<file path="src/rtl/multicycle_sequencer.sv">
// multicycle_sequencer
//   Multi-cycle control FSM for the 32-bit core. Owns the PC and steps each
//   instruction through FETCH / DECODE / EXEC / MEM / WB. Every output comes
//   from a register or is Moore-decoded from the state plus the latched
//   opcode. There is no combinational path from instr to any output.
//
//   Optional feature: define SEQ_PERF_CNT_EN to add the cycle_cnt and
//   instr_cnt performance counters.
//
// Ports
//   clk            in   clock, rising edge
//   rst            in   asynchronous active-low reset
//   start          in   leave IDLE/HALT and fetch at the current PC
//   instr[31:0]    in   instruction-memory data
//   alu_zero       in   ALU result is zero (beq decision)
//   dmem_ack       in   data-memory access complete
//   pc             out  current instruction word address
//   imem_read_en   out  instruction-memory read strobe
//   ir_load        out  datapath latches instr this cycle
//   reg_write_en   out  register-file write enable
//   reg_dest       out  1 = Rd, 0 = Rt destination
//   alu_src        out  1 = sign-extended immediate, 0 = Rt
//   mem_to_reg     out  writeback from data memory
//   dmem_read      out  load request, held until ack
//   dmem_write     out  store request, held until ack
//   alu_op[1:0]    out  00 add, 01 sub, 10 use func
//   busy           out  FSM not in IDLE/HALT
//   halted         out  HALT state
//   illegal        out  sticky unknown-opcode flag
//   cycle_cnt      out  (SEQ_PERF_CNT_EN) cycles spent busy
//   instr_cnt      out  (SEQ_PERF_CNT_EN) completed instructions
module multicycle_sequencer #(
   parameter int              PC_W     = 28,
   parameter logic [PC_W-1:0] RESET_PC = {PC_W{1'b0}}
) (
   input  logic            clk,
   input  logic            rst,
   input  logic            start,
   input  logic [31:0]     instr,
   input  logic            alu_zero,
   input  logic            dmem_ack,
   output logic [PC_W-1:0] pc,
   output logic            imem_read_en,
   output logic            ir_load,
   output logic            reg_write_en,
   output logic            reg_dest,
   output logic            alu_src,
   output logic            mem_to_reg,
   output logic            dmem_read,
   output logic            dmem_write,
   output logic [1:0]      alu_op,
   output logic            busy,
   output logic            halted,
   output logic            illegal
`ifdef SEQ_PERF_CNT_EN
   ,
   output logic [31:0]     cycle_cnt,
   output logic [31:0]     instr_cnt
`endif
);

   localparam logic [5:0] OP_RTYPE = 6'b000000;
   localparam logic [5:0] OP_ADDI  = 6'b001000;
   localparam logic [5:0] OP_LW    = 6'b100011;
   localparam logic [5:0] OP_SW    = 6'b101011;
   localparam logic [5:0] OP_BEQ   = 6'b000100;
   localparam logic [5:0] OP_J     = 6'b000010;
   localparam logic [5:0] OP_HALT  = 6'b111111;

   // Jump target is truncated when the PC is narrower than 26 bits.
   localparam int JW = (PC_W < 26) ? PC_W : 26;

   typedef enum logic [2:0] {
      S_IDLE   = 3'd0,
      S_FETCH  = 3'd1,
      S_DECODE = 3'd2,
      S_EXEC   = 3'd3,
      S_MEM    = 3'd4,
      S_WB     = 3'd5,
      S_HALT   = 3'd6
   } state_t;

   state_t          state_r, state_next;
   logic [PC_W-1:0] pc_r, pc_next;
   logic [5:0]      opcode_r;
   logic [25:0]     imm_r;
   logic            illegal_r, illegal_set;
   logic [PC_W-1:0] pc_inc_s, pc_br_s, pc_jump_s;

   // PC candidates; all arithmetic wraps modulo 2^PC_W.
   assign pc_inc_s  = pc_r + {{(PC_W-1){1'b0}}, 1'b1};
   assign pc_br_s   = pc_inc_s + {{(PC_W-16){imm_r[15]}}, imm_r[15:0]};
   assign pc_jump_s = PC_W'(imm_r[JW-1:0]);

   assign pc      = pc_r;
   assign illegal = illegal_r;

   // State, PC, instruction latch and sticky illegal flag.
   always_ff @(posedge clk or negedge rst) begin
      if (!rst) begin
         state_r   <= S_IDLE;
         pc_r      <= RESET_PC;
         opcode_r  <= 6'd0;
         imm_r     <= 26'd0;
         illegal_r <= 1'b0;
      end else begin
         state_r <= state_next;
         pc_r    <= pc_next;
         if (state_r == S_FETCH) begin
            opcode_r <= instr[31:26];
            imm_r    <= instr[25:0];
         end
         if (illegal_set) begin
            illegal_r <= 1'b1;
         end
      end
   end

   // Next-state, next-PC and Moore output decode.
   always_comb begin
      state_next   = state_r;
      pc_next      = pc_r;
      illegal_set  = 1'b0;
      imem_read_en = 1'b0;
      ir_load      = 1'b0;
      reg_write_en = 1'b0;
      reg_dest     = 1'b0;
      alu_src      = 1'b0;
      mem_to_reg   = 1'b0;
      dmem_read    = 1'b0;
      dmem_write   = 1'b0;
      alu_op       = 2'b00;
      busy         = 1'b1;
      halted       = 1'b0;
      case (state_r)
         S_IDLE: begin
            busy = 1'b0;
            if (start) state_next = S_FETCH;
            else       state_next = S_IDLE;
         end
         S_FETCH: begin
            imem_read_en = 1'b1;
            ir_load      = 1'b1;
            state_next   = S_DECODE;
         end
         S_DECODE: begin
            case (opcode_r)
               OP_HALT: begin
                  // Resume from HALT continues at the following word.
                  pc_next    = pc_inc_s;
                  state_next = S_HALT;
               end
               OP_RTYPE, OP_ADDI, OP_LW, OP_SW, OP_BEQ, OP_J: begin
                  state_next = S_EXEC;
               end
               default: begin
                  // Unknown opcode retires as a NOP.
                  illegal_set = 1'b1;
                  pc_next     = pc_inc_s;
                  state_next  = S_FETCH;
               end
            endcase
         end
         S_EXEC: begin
            case (opcode_r)
               OP_RTYPE: begin
                  alu_op     = 2'b10;
                  state_next = S_WB;
               end
               OP_ADDI: begin
                  alu_src    = 1'b1;
                  state_next = S_WB;
               end
               OP_LW, OP_SW: begin
                  alu_src    = 1'b1;
                  state_next = S_MEM;
               end
               OP_BEQ: begin
                  alu_op = 2'b01;
                  if (alu_zero) pc_next = pc_br_s;
                  else          pc_next = pc_inc_s;
                  state_next = S_FETCH;
               end
               OP_J: begin
                  pc_next    = pc_jump_s;
                  state_next = S_FETCH;
               end
               default: begin
                  pc_next    = pc_inc_s;
                  state_next = S_FETCH;
               end
            endcase
         end
         S_MEM: begin
            alu_src = 1'b1;
            if (opcode_r == OP_LW) dmem_read  = 1'b1;
            else                   dmem_write = 1'b1;
            if (dmem_ack) begin
               if (opcode_r == OP_LW) begin
                  state_next = S_WB;
               end else begin
                  pc_next    = pc_inc_s;
                  state_next = S_FETCH;
               end
            end else begin
               state_next = S_MEM;
            end
         end
         S_WB: begin
            reg_write_en = 1'b1;
            reg_dest     = (opcode_r == OP_RTYPE);
            mem_to_reg   = (opcode_r == OP_LW);
            pc_next      = pc_inc_s;
            state_next   = S_FETCH;
         end
         S_HALT: begin
            busy   = 1'b0;
            halted = 1'b1;
            if (start) state_next = S_FETCH;
            else       state_next = S_HALT;
         end
         default: begin
            busy       = 1'b0;
            state_next = S_IDLE;
         end
      endcase
   end

`ifdef SEQ_PERF_CNT_EN
   logic [31:0] cycle_cnt_r, instr_cnt_r;
   logic        instr_done_s;

   // An instruction retires when control returns to FETCH from inside the
   // pipeline sequence, or when a halt is taken.
   assign instr_done_s = ((state_next == S_FETCH) && (state_r != S_IDLE) && (state_r != S_HALT))
                       || ((state_next == S_HALT) && (state_r == S_DECODE));

   // Free-running performance counters, wrapping at 2^32.
   always_ff @(posedge clk or negedge rst) begin
      if (!rst) begin
         cycle_cnt_r <= 32'd0;
         instr_cnt_r <= 32'd0;
      end else begin
         if (busy)         cycle_cnt_r <= cycle_cnt_r + 32'd1;
         if (instr_done_s) instr_cnt_r <= instr_cnt_r + 32'd1;
      end
   end

   assign cycle_cnt = cycle_cnt_r;
   assign instr_cnt = instr_cnt_r;
`endif

endmodule

</file>
<file path="config.mk">
export PLATFORM = sky130hd
export DESIGN_NAME = multicycle_sequencer
export DESIGN_NICKNAME = d
export VERILOG_FILES = /design/src/rtl/multicycle_sequencer.sv
export SDC_FILE = /design/constraint.sdc
export NUM_CORES = 1
export LEC_CHECK = 0
export ABC_AREA = 1
export CORE_MARGIN = 1
export CORE_UTILIZATION = 60
export CTS_BUF_LIST = sky130_fd_sc_hd__clkbuf_4 sky130_fd_sc_hd__clkbuf_8
export CTS_CLUSTER_SIZE = 12
export DETAILED_ROUTE_END_ITERATION = 10
export GPL_TIMING_DRIVEN = 0
export PLACE_DENSITY = 0.95
export SLEW_MARGIN = 20
export SYNTH_ARGS = -nofsm -noshare
export SYNTH_HDL_FRONTEND = slang
export SYNTH_SLANG_ARGS = --single-unit
</file>
<file path="constraint.sdc">
create_clock -name clk -period 5.96 [get_ports clk]
set_input_delay 0.596 -clock clk [delete_from_list [all_inputs] [get_ports clk]]
set_output_delay 0.596 -clock clk [all_outputs]
set_load 0.005 [all_outputs]
</file>
==> results of run 1 <==
worst max-delay path, cell delays in order, from the launching register on:
cell	delay [ns]
dfrtp_1	0.48
nand3_4	0.18
nor2_8	0.20
nand2_4	0.10
nor2_1	0.16
nand3_1	0.10
xor2_1	0.52
inv_1	0.11
ha_1	0.38
nand2_1	0.12
nor2_1	0.20
nand2_1	0.10
nor2_1	0.10
nand2_1	0.09
nand3_1	0.10
nand2_1	0.05
nand3_1	0.11
nand2_1	0.07
nand2_1	0.06
nand2_1	0.06
a21oi_1	0.11
worst max path at each step:
| stage | slack [ns] | cells past startpoint | end | from |
|---|---|---|---|---|
| after floorplan | 3.30 | 20 | pc[22] | pc[0] |
| after global placement | 2.15 | 1 | imm_r[17] | rst |
| after detailed placement | 2.59 | 20 | pc[27] | pc[0] |
| after CTS | 2.57 | 20 | pc[27] | pc[0] |
| after global routing | 2.19 | 19 | pc[21] | pc[1] |
| final | 2.45 | 20 | pc[24] | pc[2] |
sequential cells by signal (all words and copies together) (netlist names):
name      cells
illegal       1
opcode_r      6
state_r       3
pc           28
imm_r        26
final cells by class:
cell class,count,share of cell area
Multi-Input combinational cell,808,0.531
Sequential cell,64,0.210
Timing Repair Buffer,78,0.103
Inverter,170,0.0840
Tap cell,136,0.0223
Buffer,20,0.0190
Clock buffer,10,0.0181
Clock inverter,6,0.0118
power groups by stage:
stage | Sequential, W | Combinational (W) | Clock [W]
2_1_floorplan | 0.000777 | 0.00226 | 0
3_3_place_gp | 0.000840 | 0.00306 | 0
3_5_place_dp | 0.000840 | 0.00312 | 0
4_1_cts | 0.000834 | 0.00314 | 0.000445
5_1_grt | 0.000861 | 0.00359 | 0.000466
6_report | 0.000846 | 0.00322 | 0.000449
synthesized netlist by cell type (all sizes together):
master / count
fa: 1
buf: 12
nand4: 12
xor2: 17
or2: 6
nor3: 17
o21ai: 36
nor2: 97
dfrtp: 64
o22ai: 2
nand3: 56
nor3b: 2
clkbuf: 8
and3: 1
a21oi: 57
a221oi: 1
a22oi: 7
a2bb2oi: 3
a21o: 2
o21bai: 2
a32oi: 1
xnor2: 1
a21boi: 11
ha: 30
o221ai: 2
nand2: 432
o211ai: 3
nand3b: 8
inv: 170
a31oi: 1
layer usage:
layer	GRT usage	vias to the layer above	wire length (µm)
met4	0.163	0	911
met5	0	-	0
met1	0.550	3249	8820
met3	0.0594	76	2290
met2	0.637	418	9580
li1	-	3512	-
cells by family after synthesis:
| kind of cell | count (synthesis) | synth area share |
|---|---|---|
| and+or+nand+nor | 631 | 0.425 |
| buffers and inverters | 190 | 0.122 |
| AOI/OAI and AO/OA | 128 | 0.114 |
| DFF | 64 | 0.249 |
| adders and majority gates | 31 | 0.0614 |
| xor gates and xnor gates | 18 | 0.0280 |
stage by stage:
step	cell area, µm²	hold WS [ns]	instances	setup WS [ns]	util
floorplan	6440	0.300	1062	3.30	-
global placement	7380	0.454	1275	2.15	0.712
detailed placement	7400	0.449	1276	2.59	0.713
CTS	7620	0.158	1292	2.57	0.735
global route	7620	0.164	1292	2.19	0.735
finish	7620	0.148	1292	2.45	0.735
==> impl_metrics.env, run 1 <==
export IMPL_final_cell_mix="nand2_1, inv_1, nor2_1, clkdlybuf4s50_1, dfrtp_1"
export IMPL_syn_num_nets=1130
export IMPL_wirelength_um=21600
export IMPL_setup_violations_final=0
export IMPL_clock_path_buffers=2
export IMPL_fmax_mhz=285
export IMPL_seq_area_um2=1600
export IMPL_power_frac_seq=0.188
export IMPL_hpwlAfterDp_um=17200
export IMPL_regToRegEndpoint="pc[24]"
export IMPL_io_pins=78
export IMPL_crit_type="reg2reg"
export IMPL_tightest_slew_ns=1.01
export IMPL_p_leak_nw=4.08
export IMPL_synth_top_area_frac=0.249
export IMPL_status="finished, final reports clean"
export IMPL_period_needed_ns=3.51
export IMPL_clk_pin_slew_worst_paths_ns=0.08
export IMPL_cts_setup_buffers=0
export IMPL_power_switching_w=0.00253
export IMPL_cts_root_buf="clkbuf_8"
export IMPL_fin_skew_ns=0.00850
export IMPL_syn_area_per_cell_um2=6.06
export IMPL_grt_usage=0.402
export IMPL_maxSlewHeadroom=0.322
export IMPL_clock_sinks=64
export IMPL_cp_max_fo=6
export IMPL_fill_cells=915
export IMPL_core_um2=10400
export IMPL_reg2regPathDepth=20
export IMPL_cp_required_ns=6.25
export IMPL_cellPowerDensity_nw_per_um2=592
export IMPL_r2r_start="pc[2]"
export IMPL_cts_buffers=9
export IMPL_rows=37
export IMPL_synth_largest_area_cell="dfrtp_1"
export IMPL_rsz0062_at_grt="no"
export IMPL_post_route_period_util=0.588
export IMPL_ir_drop_uv=449
export IMPL_syn_area_um2=6440
export IMPL_nets=1219
export IMPL_timing_setup_tns_ns=0
export IMPL_drt_wirelength_per_cell_um=16.7
export IMPL_first_pass_iters=7
export IMPL_cts_tree="yes"
export IMPL_critPathCaptureType="flop"
export IMPL_ctsResizeCount=0
export IMPL_final_common_cell="nand2_1"
export IMPL_switching_share=0.560
export IMPL_die_width_um=106
export IMPL_drc=0
export IMPL_synthTopCellsByArea="dfrtp_1, nand2_1, inv_1, ha_1, nor2_1"
export IMPL_grt_pass1_vias=6766
export IMPL_initial_core_util=0.621
export IMPL_grt_overflow=0
export IMPL_vias_per_cell=5.62
export IMPL_layout_drive_gt1_share=0.0666
export IMPL_antenna_found_initial=0
export IMPL_regToRegSetupSlack_ns=2.45
export IMPL_drt_initial_drc_count=758
export IMPL_portBuffers=77
export IMPL_hold_viol=0
export IMPL_die_h_um=106
export IMPL_cap_violations=0
export IMPL_ys_warn_count=0
export IMPL_syn_inst=1062
export IMPL_multi_input_area_um2=4050
export IMPL_grt_pass1_wl_um=34000
export IMPL_routabilityCongestion=1.04
export IMPL_critPathArrivalTime_ns=3.80
export IMPL_worstSetupStartpointType="flop"
export IMPL_total_power_w=0.00451
export IMPL_via_count=7255
export IMPL_p_comb_frac=0.713
export IMPL_ant_nets=0
export IMPL_holdBufCountCts=0
export IMPL_dieArea_um2=11100
export IMPL_htreeDepth=3
export IMPL_areaGrowthSynthToFinish_pct=18.4
export IMPL_worstSkewPairLatency_ns=0.36
export IMPL_ys_ff_latch=64
export IMPL_hold_class="in2async"
export IMPL_synth_cell_types=48
export IMPL_grt_max_degree=40
export IMPL_p_clk_frac=0.099
export IMPL_synth_seq_area_share=0.249
export IMPL_p_int_w=0.00198
export IMPL_insertedDiodeCount=0
export IMPL_slew_viol_final=0
Note: power is estimated with default switching activity, not from simulation.
==> run 2: changes to the inputs <==
--- a/config.mk
+++ b/config.mk
@@ -7,12 +7,12 @@
 export LEC_CHECK = 0
 export ABC_AREA = 1
 export CORE_MARGIN = 1
-export CORE_UTILIZATION = 60
+export CORE_UTILIZATION = 59
 export CTS_BUF_LIST = sky130_fd_sc_hd__clkbuf_4 sky130_fd_sc_hd__clkbuf_8
 export CTS_CLUSTER_SIZE = 12
 export DETAILED_ROUTE_END_ITERATION = 10
 export GPL_TIMING_DRIVEN = 0
-export PLACE_DENSITY = 0.95
+export PLACE_DENSITY = 0.94
 export SLEW_MARGIN = 20
 export SYNTH_ARGS = -nofsm -noshare
 export SYNTH_HDL_FRONTEND = slang
==> constraint.sdc (replaced) <==
create_clock -name clk -period 3.6 [get_ports clk]
set_input_delay 0.36 -clock clk [delete_from_list [all_inputs] [get_ports clk]]
set_output_delay 0.36 -clock clk [all_outputs]
set_load 0.005 [all_outputs]
==> run 2 against run 1 <==
Net effect:
- cell area is 0.54% higher
- fmax is 1.9% higher
- global-route usage is 1.6 points lower
- sequential power is 67% higher
- hold slack better by 0.32 ns
- clock skew is 0.0020 ns higher
- critical path depth is 3 lower
- clock power is 64% higher
- cell count hardly changed
- setup slack worse by 2.3 ns
- largest cell class unchanged
- highest routed layer unchanged
==> impl_metrics.env, run 2 (synthesis gave the netlist of run 1 again) <==
export IMPL_status="finished, final reports clean"
export IMPL_areaGrowthSynthToFinish_pct=19.1
export IMPL_maxSlewHeadroom=0.312
export IMPL_insertedDiodeCount=0
export IMPL_htreeDepth=3
export IMPL_grt_pass1_vias=6499
export IMPL_hold_class="in2async"
export IMPL_p_int_w=0.00329
export IMPL_worstSkewPairLatency_ns=0.36
export IMPL_p_comb_frac=0.713
export IMPL_core_um2=10500
export IMPL_p_clk_frac=0.098
export IMPL_antenna_found_initial=0
export IMPL_worstSetupStartpointType="flop"
export IMPL_cp_required_ns=3.84
export IMPL_final_cell_mix="nand2_1, inv_1, nor2_1, clkdlybuf4s50_1, dfrtp_1"
export IMPL_vias_per_cell=5.57
export IMPL_clock_path_buffers=2
export IMPL_grt_usage=0.386
export IMPL_grt_pass1_wl_um=33100
export IMPL_drc=0
export IMPL_rows=37
export IMPL_grt_overflow=0
export IMPL_stdcell_area_um2=7660
export IMPL_die_h_um=106
export IMPL_initial_core_util=0.615
export IMPL_reg2regPathDepth=17
export IMPL_drt_wirelength_per_cell_um=16.4
export IMPL_cts_root_buf="clkbuf_8"
export IMPL_clock_sinks=64
export IMPL_rsz0062_at_grt="no"
export IMPL_first_pass_iters=6
export IMPL_switching_share=0.561
export IMPL_tightest_slew_ns=1.02
export IMPL_dieArea_um2=11300
export IMPL_multi_input_area_um2=4080
export IMPL_placed_area_um2=7400
export IMPL_cellPowerDensity_nw_per_um2=978
export IMPL_die_width_um=106
export IMPL_nets=1220
export IMPL_hpwlAfterDp_um=17300
export IMPL_ant_nets=0
export IMPL_total_power_w=0.00749
export IMPL_io_pins=78
export IMPL_power_frac_seq=0.189
export IMPL_layout_drive_gt1_share=0.0726
export IMPL_cts_buffers=9
export IMPL_cap_violations=0
export IMPL_routabilityCongestion=0.965
export IMPL_timing_setup_tns_ns=0
export IMPL_critPathCaptureType="flop"
export IMPL_cp_max_fo=5
export IMPL_drt_initial_drc_count=720
export IMPL_p_leak_nw=4.08
export IMPL_setup_violations_final=0
export IMPL_seq_area_um2=1600
export IMPL_cts_setup_buffers=0
export IMPL_hold_viol=0
export IMPL_crit_type="reg2reg"
export IMPL_final_common_cell="nand2_1"
export IMPL_via_count=7200
export IMPL_wirelength_um=21200
export IMPL_post_route_period_util=0.956
export IMPL_ir_drop_uv=753
export IMPL_critPathArrivalTime_ns=3.68
export IMPL_final_core_util=0.733
export IMPL_fill_cells=933
export IMPL_grt_max_degree=37
export IMPL_fmax_mhz=291
export IMPL_power_switching_w=0.00420
export IMPL_portBuffers=77
export IMPL_period_needed_ns=3.44
export IMPL_cts_tree="yes"
export IMPL_clk_pin_slew_worst_paths_ns=0.08
export IMPL_largest_register_ffs=28
export IMPL_slew_viol_final=0
export IMPL_fin_skew_ns=0.0105
[run 2: cell types whose count changed in the layout (fill, tap and decap cells not counted), moves of 2 or more]
cell | previous run | this run
clkinv_4 | 0 | 2
dfrtp_1 | 64 | 62
dfrtp_2 | 0 | 2
ha_1 | 30 | 28
[run 2: critical path: stages (launching register included)]
cell,delay (ns)
dfrtp_1,0.49
nand2_1,0.14
nor2_1,0.22
inv_1,0.11
nor3_2,0.32
nand3_1,0.11
nand2_1,0.11
inv_1,0.07
ha_1,0.38
inv_1,0.08
nor3_1,0.39
nand2_1,0.17
nor3_1,0.16
nand2_1,0.15
nand3_1,0.11
nand2_1,0.05
o21ai_1,0.15
a21boi_1,0.09
[run 2: area by class of cell]
class	count	share of cell area
multi-input combinational	808	0.532
sequential	64	0.209
buffer	20	0.0189
inverter	170	0.0836
timing repair buffer	79	0.104
clock buffer	9	0.0162
clock inverter	7	0.0134
tap	136	0.0222
[run 2: power by group through the flow]
stage	Clock, W	Combinational [W]	Sequential [W]
3_5_place_dp	0	0.00517	0.00140
4_1_cts	0.000742	0.00520	0.00139
2_1_floorplan	0	0.00375	0.00129
6_report	0.000737	0.00534	0.00141
5_1_grt	0.000775	0.00596	0.00144
3_3_place_gp	0	0.00507	0.00140
[run 2: metrics by stage]
| stage | instances | setup slack, ns | hold WS, ns |
|---|---|---|---|
| final | 1293 | 0.159 | 0.467 |
| after CTS | 1293 | 0.160 | 0.473 |
| after floorplan | 1062 | 0.943 | 0.0644 |
| after global placement | 1275 | 0.0324 | 0.455 |
| after detailed placement | 1276 | 0.193 | 0.316 |
| after global routing | 1293 | 0.00148 | 0.505 |
[run 2: path summary, 6_finish.rpt]
path / from / end / slack [ns]
worst min-delay path: rst / imm_r[24] / 0.47
worst max-delay path: pc[7] / pc[26] / 0.16
worst min register to register: illegal / illegal / 0.49
max in group asynchronous: rst / pc[0] / 2.59
min in group clk: illegal / illegal / 0.49
worst max register to register: pc[7] / pc[26] / 0.16
[run 2: repair_timing]
item / in CTS / in global routing
endpoints found under the setup margin: 0 / 10
hold buffers: 1 / 0
resized for setup: 0 / 7
endpoints found under the hold margin: 28 / 0
[run 2: metal layers]
layer / vias up / part of all wire / track usage
met5: - / 0 / 0
met4: 0 / 0.032 / 0.129
met3: 58 / 0.10 / 0.0687
met2: 393 / 0.45 / 0.628
met1: 3243 / 0.41 / 0.517
li1: 3506 / - / -
